--- src/rtl/mux1hot_rr_arbiter.sv ---
// mux1hot_rr_arbiter: round-robin owner of a one-hot mux select, held for a whole packet
// with an optional per-grant beat limit.
module mux1hot_rr_arbiter #(
   parameter int N         = 8,
   parameter int MAX_BEATS = 0,
   parameter int IDX_W     = 3
) (
   input  logic             clk,
   input  logic             rst,
   input  logic [N-1:0]     req_i,
   input  logic [N-1:0]     last_i,
   input  logic             out_ready_i,
   output logic [N-1:0]     gnt_o,
   output logic [IDX_W-1:0] gnt_idx_o,
   output logic             busy_o,
   output logic             out_valid_o,
   output logic [N-1:0]     req_ready_o
);
   typedef enum logic {IDLE, BUSY} state_t;
   if (N < 2 || N > 8 || MAX_BEATS < 0 || MAX_BEATS > 65535 || (1 << IDX_W) < N) begin : g_bad_param
      $error("mux1hot_rr_arbiter: illegal parameter combination");
   end
   state_t           state_q;
   logic [N-1:0]     gnt_q;
   logic [IDX_W-1:0] gnt_idx_q, ptr_q, ptr_d, win_d;
   logic             busy_q, fire, done;
   logic [15:0]      cnt_q;
   always_comb begin
      win_d = ptr_q;
      for (int k = N - 1; k >= 0; k--) begin
         if (req_i[(int'(ptr_q) + k) % N]) win_d = IDX_W'((int'(ptr_q) + k) % N);
      end
   end
   assign fire  = (state_q == BUSY) & req_i[gnt_idx_q] & out_ready_i;
   assign done  = fire & (last_i[gnt_idx_q] | ((MAX_BEATS != 0) & (cnt_q == 16'(MAX_BEATS - 1))));
   assign ptr_d = (gnt_idx_q == IDX_W'(N - 1)) ? '0 : gnt_idx_q + 1'b1;
   always_ff @(posedge clk or posedge rst) begin
      if (rst) begin
         state_q   <= IDLE;
         gnt_q     <= '0;
         gnt_idx_q <= '0;
         busy_q    <= 1'b0;
         ptr_q     <= '0;
         cnt_q     <= '0;
      end else if (state_q == IDLE) begin
         if (|req_i) begin
            state_q   <= BUSY;
            gnt_q     <= N'(1) << win_d;
            gnt_idx_q <= win_d;
            busy_q    <= 1'b1;
            cnt_q     <= '0;
         end
      end else if (fire) begin
         cnt_q <= cnt_q + 1'b1;
         if (done) begin
            state_q <= IDLE;
            gnt_q   <= '0;
            busy_q  <= 1'b0;
            ptr_q   <= ptr_d;
         end
      end
   end
   // gnt_q is zero in IDLE, so both accept paths are quiet without a state term
   assign gnt_o       = gnt_q;
   assign gnt_idx_o   = gnt_idx_q;
   assign busy_o      = busy_q;
   assign out_valid_o = busy_q & req_i[gnt_idx_q];
   assign req_ready_o = gnt_q & {N{out_ready_i}};
endmodule

--- config.mk ---
export PLATFORM = sky130hd
export DESIGN_NAME = mux1hot_rr_arbiter
export DESIGN_NICKNAME = d
export VERILOG_FILES = /design/src/rtl/mux1hot_rr_arbiter.sv
export SDC_FILE = /design/constraint.sdc
export NUM_CORES = 1
export LEC_CHECK = 0
export CORE_MARGIN = 4
export CORE_UTILIZATION = 45
export DETAILED_ROUTE_END_ITERATION = 7
export GPL_TIMING_DRIVEN = 0
export PLACE_DENSITY = 0.74
export SKIP_LAST_GASP = 1
export SYNTH_ARGS = -nofsm -noshare
export SYNTH_HDL_FRONTEND = slang
export SYNTH_SLANG_ARGS = --single-unit
--- constraint.sdc ---
create_clock -name clk -period 3 [get_ports clk]
set_input_delay 0.3 -clock clk [delete_from_list [all_inputs] [get_ports clk]]
set_output_delay 0.3 -clock clk [all_outputs]
set_load 0.005 [all_outputs]
**Word level (Yosys, flattened, before mapping)**

Index checks and enable logic that the tools add are counted.

- Bits in registers: 16
- Bits in latches: 0
- Bits in writable memories: 0
- Memory bits (read-only): 0
- Input port bits: 19
- Logic and storage cells: 99
- Memories: 0

- $add $sub $neg: 8
- $mul: 0
- Divide/modulo/power cells: 0
- Magnitude comparators: 9
- Equal/unequal tests: 3
- Shifts and indexed selects: 1
- Multiplexer cells: 48
- Bitwise gates (word level): 13
- Reductions and logical operators: 12

Operator list:

| operator | count |
|---|---|
| $lt A4 B5 Y1 const B | 7 |
| $mux W8 | 4 |
| $bmux W1 S3 | 10 |
| $mux W3 | 9 |
| $mux W1 | 25 |
| $reduce_or A3 Y1 | 7 |
| $add A3 B3 Y3 const B | 4 |
| $and A8 B8 Y8 | 1 |
| $lt A3 B4 Y1 const B | 2 |
| $reduce_or A8 Y1 | 1 |
| $shl A1 B3 Y8 const A | 1 |
| $and A1 B1 Y1 const A | 7 |
| $add A3 B1 Y3 const B | 2 |
| $add A3 B2 Y3 const B | 2 |
| $reduce_and A3 Y1 | 2 |
| $and A1 B1 Y1 | 4 |
| $ne A2 B1 Y1 const B | 2 |
| $eq A3 B3 Y1 const B | 1 |
| $reduce_and A2 Y1 | 1 |
| $reduce_bool A2 Y1 | 1 |
| $not A1 Y1 | 1 |

**Depth between registers and ports, before layout**

- Depth after elaboration: 17
- Mapped depth: 12

**Worst setup path after synthesis**

OpenSTA, ideal clock, no wires.

- Kind: reg-to-reg
- Start point: register ptr_q[0]
- End point: register gnt_q[1], in the netlist gnt_o[1]
- Setup time: 0.136 ns
- Arrival time: 2.747 ns
- Required time: 2.864 ns
- Slack: 0.117 ns
- Stages on the path, launching flop included: 12
- Cells stage by stage: dfrtp_1 buf_6 inv_1 ha_1 clkbuf_1 mux2_2 mux4_2 nand2_1 a31o_2 a21oi_2 xnor2_1 o31ai_1

- Longest elaborated chain between the ends: 15

RTL lines:

| what | line | text |
|---|---|---|
| start, declared | 25 | `logic [IDX_W-1:0] gnt_idx_q, ptr_q, ptr_d, win_d;` |
| start signal, assigned | 59 | `ptr_q <= ptr_d;` |
| $add A3 B3 Y3 | 31 | `if (req_i[(int'(ptr_q) + k) % N]) win_d = IDX_W'((int'(ptr_q) + k) % N);` |
| $bmux W1 S3 | 31 |  |
| $mux W1 (not written as such) (2 in a row) | 31 |  |
| $mux W3 (7 in a row) | 31 |  |
| $mux W3 * | 31 |  |
| $shl A1 B3 Y8 * | 48 | `gnt_q <= N'(1) << win_d;` |
| $mux W8 * | 46 | `if (\|req_i) begin` |
| $mux W8 * | 45 | `end else if (state_q == IDLE) begin` |
| end signal, assigned | 48 |  |
| end, declared | 24 | `logic [N-1:0] gnt_q;` |

Mark *: on every way between the ends. The rest lies on a longest branch, timed or not. The select of a mux whose other input is x is not followed.
A chain may end at the register's enable or synchronous reset.

**Worst setup path after layout**

- Start point: register ptr_q[0]
- End point: register gnt_q[2], in the netlist gnt_o[2]

The elaborated chain is that of the path after synthesis.

==> qor.yml <==
antenna_violations_before_repair: 0
chipWidth_um: 68.90
track_usage_pct: 20.28
drt-vias-per-instance: 6.138
number_of_vias_in_the_routed_layout: 1596
timing.critical_path.from_type: "register"
cellLeakagePower_uw: 0.0008873
sw_frac_of_total_pct: 46.77
rows: 21
p_per_area_mw_per_mm2: 1282
mappedNetlistArea_sq_mm: 0.001669
chipHeight_um: 68.90
ant_nets: 0
rsz0062_at_grt: "true"
cp_data_arrival_time_ns: 3.06
multiInputGateArea_sq_mm: 0.001303
numPlacedInstances: 254
worst-path-max-fanout: 10
tritoncts_num_sinks: 16
achievable_frequency_mhz: 343.8
post_drt_wl_per_cell_um: 17.32
pin_count_of_the_biggest_net_entering_global_routing: 17
share_seq_of_total_power_pct: 13.0
area.growth.synth_to_final_pct: 39.06
timing.final.crit_period_ns: 2.908
post_synth.cell_area_avg_sq_um: 9.876
final_cell_area_sq_mm: 0.002321
yosysSeqAreaShare_pct: 23.99
timing.slew.headroom_pct: 53.20
crit_type: "register to register"
critical_path.n_buffers_inverters: 2
hold_viol_final: 0
first_iter_violations: 77
route.detailed.drc: 0
die_area_sq_mm: 0.004747
power.switching_uw: 1391
finalCoreUtilization_pct: 66.92
drt_first_pass_iters: 4
detailed_place.area_sq_mm: 0.002117
critical_path.endpoint_type: "register"
synth_cell_types: 46
setup_tns_ns: 0
final_min_period_over_clock_period_pct: 96.94
antennaDiodeCount: 0
slew_at_the_pin_closest_to_its_max_slew_limit_ns: 0.6966
leading_register_cell_type_out_of_synthesis: "sky130_fd_sc_hd__dfrtp_1"
critPathMaxStageDelay_ns: 0.53
ios: 40
postSynthCellCount: 169
insertion_delay_ns: 0.25
share_of_cells_above_drive_strength_1_pct: 27.10
timing.final.setup_violations: 0
global_route.overflow_total: 0
synth-warning-count: 0
final-seq-area_sq_um: 402.9
syn-num-nets: 192
p_clk_share_pct: 6.5
number_of_nets_in_the_final_layout: 238
outcome: "completed"
tritoncts_clock_tree: "yes"
power.ir.vdd_worst_uv: 654.1
clkSlewWorstSetupHoldPaths_ns: 0.07
coreArea_sq_mm: 0.003468
wirelength_um: 4504
fill_cells: 293
cts_inserted_buffers: 3
number_of_global_route_vias_before_repair: 1604
fin_worst_skew_ns: 0.003709
p_int_uw: 1584
critical_path.slowest_cell: "sky130_fd_sc_hd__mux4_2"
gp_routability_congestion: 1.012
worstPathCellList: "buf_12, clkinvlp_4, ha_4, mux2_2, mux4_2, mux2i_1, o211ai_1, a31oi_4, o31ai_1"
layoutNonFillerInstCount: 260
async_reset_ff_share_pct: 100.0
dpl.hpwl_um: 3385
wire_length_of_the_first_global_routing_pass_um: 7376
comb_power_share_pct: 80.5
buffer_ports.inserted: 39
slew_violations: 0
synth_edf_count: 0
cts_root_buf: "sky130_fd_sc_hd__clkbuf_8"
htreeDepth: 1
maxCapViolCount: 0
timing.hold.worst.class: "primary input to async pin"
p_total_uw: 2975
worst-endpoint-required_ns: 3.15
clk_path_buf_depth: 2
cp_top_family: "multiplexers"
holdBufCountCts: 0
initial_utilization_pct: 48.12
ys_ff_latch: 16
-- synthesized netlist by cell type, drive strengths merged (2+ instances only) --
cell / count / share of area, %
o211ai: 3 / 1.3
and2: 10 / 3.7
ha: 4 / 3.0
a21o: 3 / 1.3
mux2: 8 / 5.4
xnor2: 4 / 2.1
a22oi: 3 / 1.3
o21ai: 7 / 2.1
nand2: 25 / 5.6
buf: 4 / 2.1
clkbuf: 3 / 0.67
inv: 7 / 1.6
a21oi: 7 / 2.3
mux4: 15 / 20
nor2: 5 / 1.1
dfrtp: 16 / 24
o31ai: 8 / 3.6
nand3: 3 / 0.90
a22o: 2 / 1.1
nor3: 5 / 1.5
mux2i: 9 / 6.1
nor4: 2 / 0.75
-- final cells by class --
class	instances	area share (%)
Timing Repair Buffer	42	17.79
Clock buffer	4	2.372
Buffer	6	2.372
Tap cell	46	2.480
Inverter	8	1.509
Sequential cell	16	17.36
Multi-Input combinational cell	138	56.12
-- stage by stage --
stage | worst slack, ns | hold WS (ns)
final | 0.09167 | 0.4242
after global placement | -0.2710 | 0.4767
after floorplan | 0.1172 | 0.2137
after detailed placement | -0.3782 | 0.4825
after CTS | 0.02939 | 0.4428
after global routing | -0.03789 | 0.4792
-- power groups by stage --
stage                     registers (uW)  clock network [uW]  logic (uW)
final                                387                 193        2400
after global routing                 401                 205        2590
after CTS                            391                 197        2080
after detailed placement             392                   0        1980
after global placement               387                   0        1920
after floorplan                      375                   0        1490
-- cells by family after synthesis --
kind of cell | share of synthesized area [%]
simple gates | 16.34
flops | 23.99
buf+inv | 4.572
fa+ha+maj | 2.999
xor+xnor | 2.099
mux | 32.01
compound gates | 17.99
-- routing by layer --
metal	vias to the layer above	track usage, %	share of wire (%)	routed length (um)
li1	738	-	-	-
met1	778	26.74	41	1841
met5	-	0	0	0
met4	0	3.650	0.42	19
met2	78	36.07	53	2366
met3	2	2.269	6.1	276
-- repair_timing --
item	CTS	global route
buffers inserted	1	2
endpoints found under the setup margin	11	9
resized for setup	8	17
pin swaps	2	2
-- path summary, 6_finish.rpt --
| check | cells past startpoint | slack, ns | startpoint | endpoint |
|---|---|---|---|---|
| worst max-delay path | 9 | 0.09 | ptr_q[0] | gnt_o[2] |
| worst min-delay path | 2 | 0.42 | rst | gnt_idx_o[1] |
| worst max register to register | 9 | 0.09 | ptr_q[0] | gnt_o[2] |
| worst min register to register | 1 | 0.50 | busy_o | busy_o |
| max in group asynchronous | 2 | 2.12 | rst | ptr_q[0] |
| min in group clk | 1 | 0.50 | busy_o | busy_o |
-- state kept, by name, summed over array words and instances (netlist names) --
| signal | flops |
|---|---|
| busy_o | 1 |
| gnt_idx_o | 3 |
| gnt_o | 8 |
| ptr_q | 3 |
| state_q | 1 |
-- worst register-to-register path: stages (launching register included) --
cell and delay [ns]:
sky130_fd_sc_hd__dfrtp_2 0.41, sky130_fd_sc_hd__buf_12 0.16, sky130_fd_sc_hd__clkinvlp_4 0.13, sky130_fd_sc_hd__ha_4 0.33, sky130_fd_sc_hd__mux2_2 0.33, sky130_fd_sc_hd__mux4_2 0.53
sky130_fd_sc_hd__mux2i_1 0.15, sky130_fd_sc_hd__o211ai_1 0.32, sky130_fd_sc_hd__a31oi_4 0.19, sky130_fd_sc_hd__o31ai_1 0.26
-- cell usage in the layout, fill, tap and decap left out, types with 2 or more instances in the layout --
| cell | n |
|---|---|
| sky130_fd_sc_hd__o211ai_1 | 3 |
| sky130_fd_sc_hd__nor4_1 | 2 |
| sky130_fd_sc_hd__mux4_2 | 14 |
| sky130_fd_sc_hd__nand3_1 | 2 |
| sky130_fd_sc_hd__mux2i_1 | 5 |
| sky130_fd_sc_hd__clkbuf_8 | 4 |
| sky130_fd_sc_hd__a21oi_2 | 2 |
| sky130_fd_sc_hd__a21oi_1 | 5 |
| sky130_fd_sc_hd__o31ai_2 | 4 |
| sky130_fd_sc_hd__buf_6 | 2 |
| sky130_fd_sc_hd__inv_1 | 5 |
| sky130_fd_sc_hd__mux2_2 | 8 |
| sky130_fd_sc_hd__clkdlybuf4s50_1 | 39 |
| sky130_fd_sc_hd__and2_1 | 10 |
| sky130_fd_sc_hd__mux2i_4 | 4 |
| sky130_fd_sc_hd__o31ai_1 | 4 |
| sky130_fd_sc_hd__a22oi_1 | 3 |
| sky130_fd_sc_hd__buf_4 | 3 |
| sky130_fd_sc_hd__nand2_1 | 25 |
| sky130_fd_sc_hd__o21ai_0 | 6 |
| sky130_fd_sc_hd__nor3_1 | 5 |
| sky130_fd_sc_hd__dfrtp_2 | 2 |
| sky130_fd_sc_hd__ha_1 | 3 |
| sky130_fd_sc_hd__a21o_1 | 3 |
| sky130_fd_sc_hd__dfrtp_1 | 14 |
| sky130_fd_sc_hd__clkbuf_1 | 2 |
| sky130_fd_sc_hd__nor2_1 | 5 |
| sky130_fd_sc_hd__xnor2_2 | 3 |
Note: power is estimated with default switching activity, not from simulation.
